`src/rtl/dmem_arb_pkg.sv`:
```
// Shared definitions for the data-memory arbiter: requester indices and arbiter state.
package dmem_arb_pkg;

  localparam int unsigned REQ_WB   = 0;
  localparam int unsigned REQ_SRC0 = 1;
  localparam int unsigned REQ_SRC1 = 2;

  typedef enum logic [1:0] {
    IDLE,
    ACCESS,
    RDRESP
  } arb_state_t;

endpackage

```
`src/rtl/rr_pick.sv`:
```
// Combinational N-way round-robin priority encoder: first asserted req at or after ptr wins.
module rr_pick #(
  parameter int unsigned N  = 3,
  parameter int unsigned PW = $clog2(N)
) (
  input  logic [N-1:0]  req,
  input  logic [PW-1:0] ptr,
  output logic [N-1:0]  gnt,
  output logic [PW-1:0] idx
);

  logic [PW-1:0] cand;

  always_comb begin
    gnt  = '0;
    idx  = '0;
    cand = '0;
    // Scan from the farthest offset back to ptr so the nearest requester is written last.
    for (int unsigned k = N; k > 0; k--) begin
      cand = PW'((32'(ptr) + k - 1) % N);
      if (req[cand]) begin
        gnt       = '0;
        gnt[cand] = 1'b1;
        idx       = cand;
      end
    end
  end

endmodule

```
`src/rtl/dmem_arbiter.sv`:
```
// Single-port data-memory arbiter with round-robin grant and one-cycle read response.
// Optional macro WB_PRIORITY_EN gives write-back (requester 0) absolute priority.
module dmem_arbiter
  import dmem_arb_pkg::*;
#(
  parameter int unsigned N_REQ = 3,
  parameter int unsigned AW    = 3,
  parameter int unsigned DW    = 8
) (
  input  logic                clk,
  input  logic                rst,
  input  logic [N_REQ-1:0]    req,
  input  logic [N_REQ-1:0]    req_we,
  input  logic [N_REQ*AW-1:0] req_addr,
  input  logic [N_REQ*DW-1:0] req_wdata,
  output logic [N_REQ-1:0]    gnt,
  output logic [N_REQ-1:0]    rvalid,
  output logic [DW-1:0]       rdata,
  output logic                mem_en,
  output logic                mem_we,
  output logic [AW-1:0]       mem_addr,
  output logic [DW-1:0]       mem_wdata,
  input  logic [DW-1:0]       mem_rdata,
  output logic [N_REQ-1:0]    stall
);

  localparam int unsigned PW = $clog2(N_REQ);

  arb_state_t        state_q, state_d;
  logic [PW-1:0]     rr_ptr, owner_q, win, pick_idx;
  logic [N_REQ-1:0]  pick_req, pick_gnt, gnt_c;
  logic              granted, advance;

  rr_pick #(.N(N_REQ), .PW(PW)) u_pick (
    .req (pick_req),
    .ptr (rr_ptr),
    .gnt (pick_gnt),
    .idx (pick_idx)
  );

  always_comb begin
`ifdef WB_PRIORITY_EN
    pick_req = req & ~(N_REQ'(1) << REQ_WB);
`else
    pick_req = req;
`endif
    gnt_c = pick_gnt;
    win   = pick_idx;
`ifdef WB_PRIORITY_EN
    if (req[REQ_WB]) begin
      gnt_c         = '0;
      gnt_c[REQ_WB] = 1'b1;
      win           = PW'(REQ_WB);
    end
    advance = granted && (32'(win) != REQ_WB);
`else
    advance = granted;
`endif
  end

  always_comb begin
    granted   = ~rst & (|gnt_c);
    gnt       = granted ? gnt_c : '0;
    stall     = rst ? '0 : (req & ~gnt_c);
    mem_en    = granted;
    mem_we    = granted & req_we[win];
    mem_addr  = granted ? req_addr[win*AW +: AW] : '0;
    mem_wdata = granted ? req_wdata[win*DW +: DW] : '0;

    // state_q records last cycle's activity; RDRESP is the registered read-response flag.
    if (granted && !req_we[win]) state_d = RDRESP;
    else if (granted)            state_d = ACCESS;
    else                         state_d = IDLE;

    rvalid = '0;
    rdata  = '0;
    if (!rst && state_q == RDRESP) begin
      rvalid[owner_q] = 1'b1;
      rdata           = mem_rdata;
    end
  end

  always_ff @(posedge clk) begin
    if (rst) begin
      state_q <= IDLE;
      owner_q <= '0;
      rr_ptr  <= '0;
    end else begin
      state_q <= state_d;
      if (granted) owner_q <= win;
      if (advance) rr_ptr <= (32'(win) == N_REQ - 1) ? '0 : win + 1'b1;
    end
  end

endmodule

```
`config.mk`:
```
export PLATFORM = sky130hd
export DESIGN_NAME = dmem_arbiter
export DESIGN_NICKNAME = d
export VERILOG_FILES = /design/src/rtl/dmem_arb_pkg.sv /design/src/rtl/rr_pick.sv /design/src/rtl/dmem_arbiter.sv
export SDC_FILE = /design/constraint.sdc
export NUM_CORES = 1
export LEC_CHECK = 0
export BUFFER_PORTS_ARGS = -buffer_cell sky130_fd_sc_hd__buf_2
export CAP_MARGIN = 20
export CORE_MARGIN = 2
export CORE_UTILIZATION = 41
export CTS_CLUSTER_DIAMETER = 80
export CTS_CLUSTER_SIZE = 16
export DETAILED_ROUTE_END_ITERATION = 8
export GPL_ROUTABILITY_DRIVEN = 0
export HOLD_SLACK_MARGIN = 0.1
export PLACE_DENSITY = 0.92
export SYNTH_ARGS = -nofsm -noshare
export SYNTH_HDL_FRONTEND = slang
export SYNTH_HIERARCHICAL = 1
export SYNTH_SLANG_ARGS = --single-unit
```
`constraint.sdc`:
```
create_clock -name clk -period 2.69 [get_ports clk]
set_input_delay 0.269 -clock clk [delete_from_list [all_inputs] [get_ports clk]]
set_output_delay 0.269 -clock clk [all_outputs]
set_load 0.01 [all_outputs]
```
# == Yosys cells after proc, flatten, opt, wreduce, memory -nomap -nowiden ==
# Cells that the tools add are included.
# totals
regBits,6
wordCells,74
out_inout_bits,30
in_bits,49
# classes
reduce_logical,10
shift,2
add_sub_neg,7
magnitude_cmp,9
n_eq_ne,2
n_bitwise,5
div_mod_pow,3
muxes,31
multipliers,1
# op_table
op,n
32-bit by 2-bit modulo with 32-bit output (second input constant),3
32-bit by 1-bit subtractor with 32-bit output (second input constant),3
24-bit by 6-bit variable part select with 8-bit output,1
3-bit two-way mux,7
8-bit two-way mux,2
2-bit by 3-bit < comparator with 1-bit output (second input constant),5
2-bit two-way mux,5
1-bit two-way mux,9
9-bit by 5-bit variable part select with 3-bit output,1
1-bit binary-select mux with 2-bit select,4
1-bit demux with 2-bit select,4
2-bit by 1-bit >= comparator with 1-bit output (second input constant),4
2-bit by 2-bit adder with 3-bit output (second input constant),2
1-bit logical AND,6
2-bit equality test (second input constant),2
2-bit by 2-bit multiplier with 4-bit output (second input constant),1
2-bit by 1-bit adder with 3-bit output (second input constant),1
3-bit AND,1
3-bit inverter,1
3-bit OR reduction,1
2-bit by 1-bit adder with 2-bit output (second input constant),1
1-bit AND,2
1-bit zero test,2
2-bit OR reduction,1
1-bit inverter,1

# == Logic depth before layout (Yosys ltp) ==
# logic_depth
depth_word,14
mapped_depth,12

# == Modules after synthesis ==
# The synthesis kept the hierarchy.
# by_module_without_submodules
mod,seq_area_each_um2,cells_per_inst,area_each_um2,instances
dmem_arbiter,120.1,94,743.2,1
rr_pick,0.0,50,356.6,1

# == Worst setup path after synthesis ==
# No wires, ideal clock.
# synth_path
kind,flip-flop to output port
start,reg rr_ptr[0]
end,out mem_we
t_required_ns,2.421
arrival_time_ns,2.270
stages_incl_launch_ff,12
setup_slack_ns,0.151
n_path_buf,3
path_cell_list,dfxtp_1 > inv_1 > ha_1 > buf_6 > mux2i_2 > o221ai_1 > a21oi_1 > nor3_4 > or2_1 > buf_6 > buf_12 > nor2_1
# synth_via
elab_chain_len,13
# synth_rtl
element,line_no,text
start: declaration,dmem_arbiter.sv:30,"logic [PW-1:0] rr_ptr, owner_q, win, pick_idx;"
start signal: assignment,dmem_arbiter.sv:91,if (advance) rr_ptr <= (32'(win) == N_REQ - 1) ? '0 : win + 1'b1;
2-bit by 2-bit adder with 3-bit output,rr_pick.sv:20,cand = PW'((32'(ptr) + k - 1) % N);
32-bit by 1-bit subtractor with 32-bit output,rr_pick.sv:20,
32-bit by 2-bit modulo with 32-bit output,rr_pick.sv:20,
2-bit by 3-bit < comparator with 1-bit output (not written as such) / 2-bit by 1-bit >= comparator with 1-bit output (equally long branches),rr_pick.sv:23,gnt[cand] = 1'b1;
1-bit logical AND (not written as such),rr_pick.sv:23,
1-bit two-way mux (not written as such),rr_pick.sv:23,
1-bit demux with 2-bit select,n/a,
3-bit two-way mux (2 in a row),rr_pick.sv:21,if (req[cand]) begin
3-bit two-way mux *,rr_pick.sv:21,
named net gnt_c[1],dmem_arbiter.sv:31,"logic [N_REQ-1:0] pick_req, pick_gnt, gnt_c;"
3-bit OR reduction *,dmem_arbiter.sv:62,granted = ~rst & (|gnt_c);
1-bit AND *,dmem_arbiter.sv:62,
1-bit AND *,dmem_arbiter.sv:66,mem_we = granted & req_we[win];
end: declaration,dmem_arbiter.sv:20,"output logic mem_we,"
# Mark *: on every way through the listed nets, which the timed path passes. The rest lies on a longest branch. The select of a mux whose other input is x is not followed.

# == Worst setup path after layout ==
# layout_path
start,reg rr_ptr[1]
end,out mem_wdata[1]
# layout_via
elab_chain_len,13
# layout_rtl
element,line_no,text
2-bit by 2-bit adder with 3-bit output,rr_pick.sv:20,
32-bit by 1-bit subtractor with 32-bit output,rr_pick.sv:20,
32-bit by 2-bit modulo with 32-bit output,rr_pick.sv:20,
2-bit by 3-bit < comparator with 1-bit output (not written as such) / 2-bit by 1-bit >= comparator with 1-bit output (equally long branches),rr_pick.sv:23,
1-bit logical AND (not written as such),rr_pick.sv:23,
1-bit two-way mux (not written as such),rr_pick.sv:23,
1-bit demux with 2-bit select,n/a,
3-bit two-way mux (2 in a row),rr_pick.sv:21,
3-bit two-way mux *,rr_pick.sv:21,
named net gnt_c[1],dmem_arbiter.sv:31,
3-bit OR reduction *,dmem_arbiter.sv:62,
1-bit AND *,dmem_arbiter.sv:62,
8-bit two-way mux *,dmem_arbiter.sv:68,mem_wdata = granted ? req_wdata[win*DW +: DW] : '0;
end: declaration,dmem_arbiter.sv:22,"output logic [DW-1:0] mem_wdata,"
# Marked as above.

==> flow_metrics.tcl <==
set metrics [dict create \
    synth_async_sr_flop_share_pct 0 \
    ir_drop_uv 712.4 \
    ys.flop_type "dfxtp_1" \
    crit_chain "ha_4, buf_8, nor3b_2, o221ai_2, a21oi_2, nor3_4, or2_4, clkbuf_16, a21oi_2, buf_2" \
    p_per_area_nw_per_um2 1103 \
    die_w_um 55.79 \
    synth_edf_count 0 \
    io_pins 79 \
    grt_pass1_wl_um 5319 \
    fin_util_pct 72.17 \
    p_int_mw 1.045 \
    min_period_ns 2.684 \
    cts.sinks 6 \
    wl_um 3724 \
    place_inst 253 \
    grt_max_degree 15 \
    vias 1376 \
    drt-pass1-iter-count 4 \
    cts-root-buf "clkbuf_4" \
    outcome "finished, final reports clean" \
    cpPeakStageDelay_ns 0.36 \
    required_ns 2.42 \
    setup_viol 0 \
    slew_violations 0 \
    grt_pass1_vias 1268 \
    pwr-share-clk_pct 4.6 \
    ys_ff_latch 6 \
    syn-num-nets 197 \
    yosys.cell_types.count 36 \
    synthCells 144 \
    hp-class "in -> reg" \
    worstPathMaxFanout 8 \
    post-dp-hpwl_um 2494 \
    drv_cap 0 \
    tightest_slew_ns 0.8319 \
    io_buffer_count 78 \
    cp_slowest_cell "dfxtp_4" \
    wl_per_cell_um 14.27 \
    stdcell_count 261 \
    die_h_um 55.79 \
    coreArea_um2 2500 \
    max_slew_margin_pct 44.42 \
    antenna_found_initial 0 \
    pwr-share-seq_pct 7.9 \
    combinationalPowerShare_pct 87.5 \
    max_freq_mhz 372.6 \
    p_leak_nw 0.8750 \
    holdWs_ns 0.3233 \
    start_util_pct 43.99 \
    cts_buffers 3 \
    fin_skew_ns 0.0006224 \
    layout.nets 286 \
    synth_area_um2 1100 \
    route.detailed.drc 0 \
    die_area_um2 3113 \
    drt_iter0_drc 41 \
    grtUsageTotal_pct 20.88 \
    syn_to_final_growth_pct 64.05 \
    hold_violations 0 \
    drive_gt1_share_pct 63.64 \
    rsz0062_at_grt "yes" \
    synth_seq_area_share_pct 10.92 \
    clockBufferDepth 2 \
    crit_type "reg -> out" \
    num_antenna_cells 0 \
    synth_top_area_share_pct 15.47 \
    synth_area_leaders "mux2i_1, dfxtp_1, buf_6" \
    h-tree-depth 1 \
    num_rows 18 \
    path_common_cell "a21oi_2" \
    holdBufCountCts 0 \
    clkTransAtPathRegs_ns 0.05 \
    switchingPower_uw 945.4 \
    cp-end-kind "output port" \
    finalCritPeriodShare_pct 99.77 \
    switching_share_pct 47.50 \
    clkLatencyLatePin_ns 0.26 \
    start_kind "flop" \
    arrival_ns 2.41 \
    routed_via_density 5.272 \
    ant_nets 0 \
    overflow 0 \
    yosysTopAreaCell "mux2i_1" \
    ys.warnings.count 6 \
    syn_area_per_cell_um2 7.638 \
    cts_tree "yes" \
]
## registers in the layout, indices dropped and copies added, names as in the netlist
name     flops
owner_q      2
state_q      2
rr_ptr       2
## power groups by stage
| stage | sequential, mW | combinational [mW] | clock, mW |
|---|---|---|---|
| after floorplan | 0.147 | 0.986 | 0 |
| after global placement | 0.148 | 1.29 | 0 |
| after detailed placement | 0.151 | 1.32 | 0 |
| after CTS | 0.154 | 1.46 | 0.0879 |
| after global routing | 0.162 | 1.87 | 0.103 |
| final | 0.157 | 1.74 | 0.0915 |
## stage by stage
stage | worst slack (ns) | power, mW | setup TNS, ns | area (um^2)
after CTS | 0.002122 | 1.699 | 0 | 1635
after detailed placement | 0.07455 | 1.468 | 0 | 1526
final | 0.006135 | 1.991 | 0 | 1804
after global placement | 0.1265 | 1.440 | 0 | 1526
after global routing | -0.1323 | 2.136 | -1.322 | 1804
after floorplan | 0.1509 | 1.132 | 0 | 1100
## what timing repair did
action / CTS / global route
pin swaps: 4 / 14
setup buffers: 2 / 1
setup endpoints to repair: 13 / 13
resized for setup: 14 / 39
cloned: 1 / 1
## cell usage after synthesis, types with 3 or more instances
| master | number |
|---|---|
| mux2i_1 | 17 |
| nand2_1 | 15 |
| nor2_1 | 11 |
| a21oi_1 | 9 |
| and2_1 | 9 |
| or2_1 | 9 |
| a21oi_2 | 8 |
| buf_6 | 7 |
| nor3b_1 | 7 |
| dfxtp_1 | 6 |
| nor2b_1 | 6 |
| ha_1 | 4 |
| o21ai_0 | 4 |
| clkbuf_1 | 3 |
| inv_1 | 3 |
| or2_2 | 3 |
## worst max-delay path, delay by kind of cell, from the launching register on
kind            cells  cell delay, ns
compound gates      3            0.51
fa+ha+maj           1            0.26
buf+inv             3            0.45
flops               1            0.36
simple gates        3            0.56
## logic make-up after synthesis
| family | Yosys count | synth area share, % |
|---|---|---|
| multiplexers | 18 | 16.72 |
| buffers and inverters | 17 | 12.63 |
| AND/OR/NAND/NOR | 66 | 34.47 |
| AO/OA/AOI/OAI | 33 | 20.71 |
| adder cells (fa/ha/maj) | 4 | 4.551 |
| flip-flops | 6 | 10.92 |
## routing by layer
layer	vias up	part of all wire [%]	track usage, %
met4	0	2.3	6.272
met5	-	0	0
li1	670	-	-
met2	64	55	42.18
met3	9	6.6	3.488
met1	633	36	21.32
## path summary, 6_finish.rpt
kind	startpoint	to	slack, ns	cells after the start
worst max-delay path	rr_ptr[1]	mem_wdata[1]	0.006	10
worst min register to register	owner_q[0]	owner_q[0]	0.54	2
worst min-delay path	rst	owner_q[0]	0.32	2
worst max register to register	rr_ptr[0]	state_q[1]	0.46	13
## area by class of cell
class,instances,area (um^2)
inverters,5,21.27
clock buffers,3,22.52
flip-flops and latches,6,125.1
repair buffers,96,585.6
multi-input cells,121,1012
fillers,194,695.7
well taps,30,37.54
## layout by cell type (no fill, tap or decap), types with 2 or more instances in the layout
master	Yosys	layout
buf_4	1	9
nand2_4	0	2
nor2_1	11	11
o21ai_0	4	2
or2_4	0	4
nor2b_1	6	4
mux2i_2	1	3
o21ai_1	1	2
a21oi_2	8	14
and2_1	9	9
a2bb2oi_2	0	2
nor2b_4	0	2
clkbuf_4	0	3
ha_4	0	2
and3b_1	2	2
mux2i_1	17	15
a21oi_1	9	3
buf_2	0	78
nand2_1	15	8
ha_1	4	2
inv_2	1	3
nor3b_1	7	6
or2_1	9	8
buf_6	7	6
nand2_2	0	5
dfxtp_1	6	4
(Power assumes the default switching activity.)
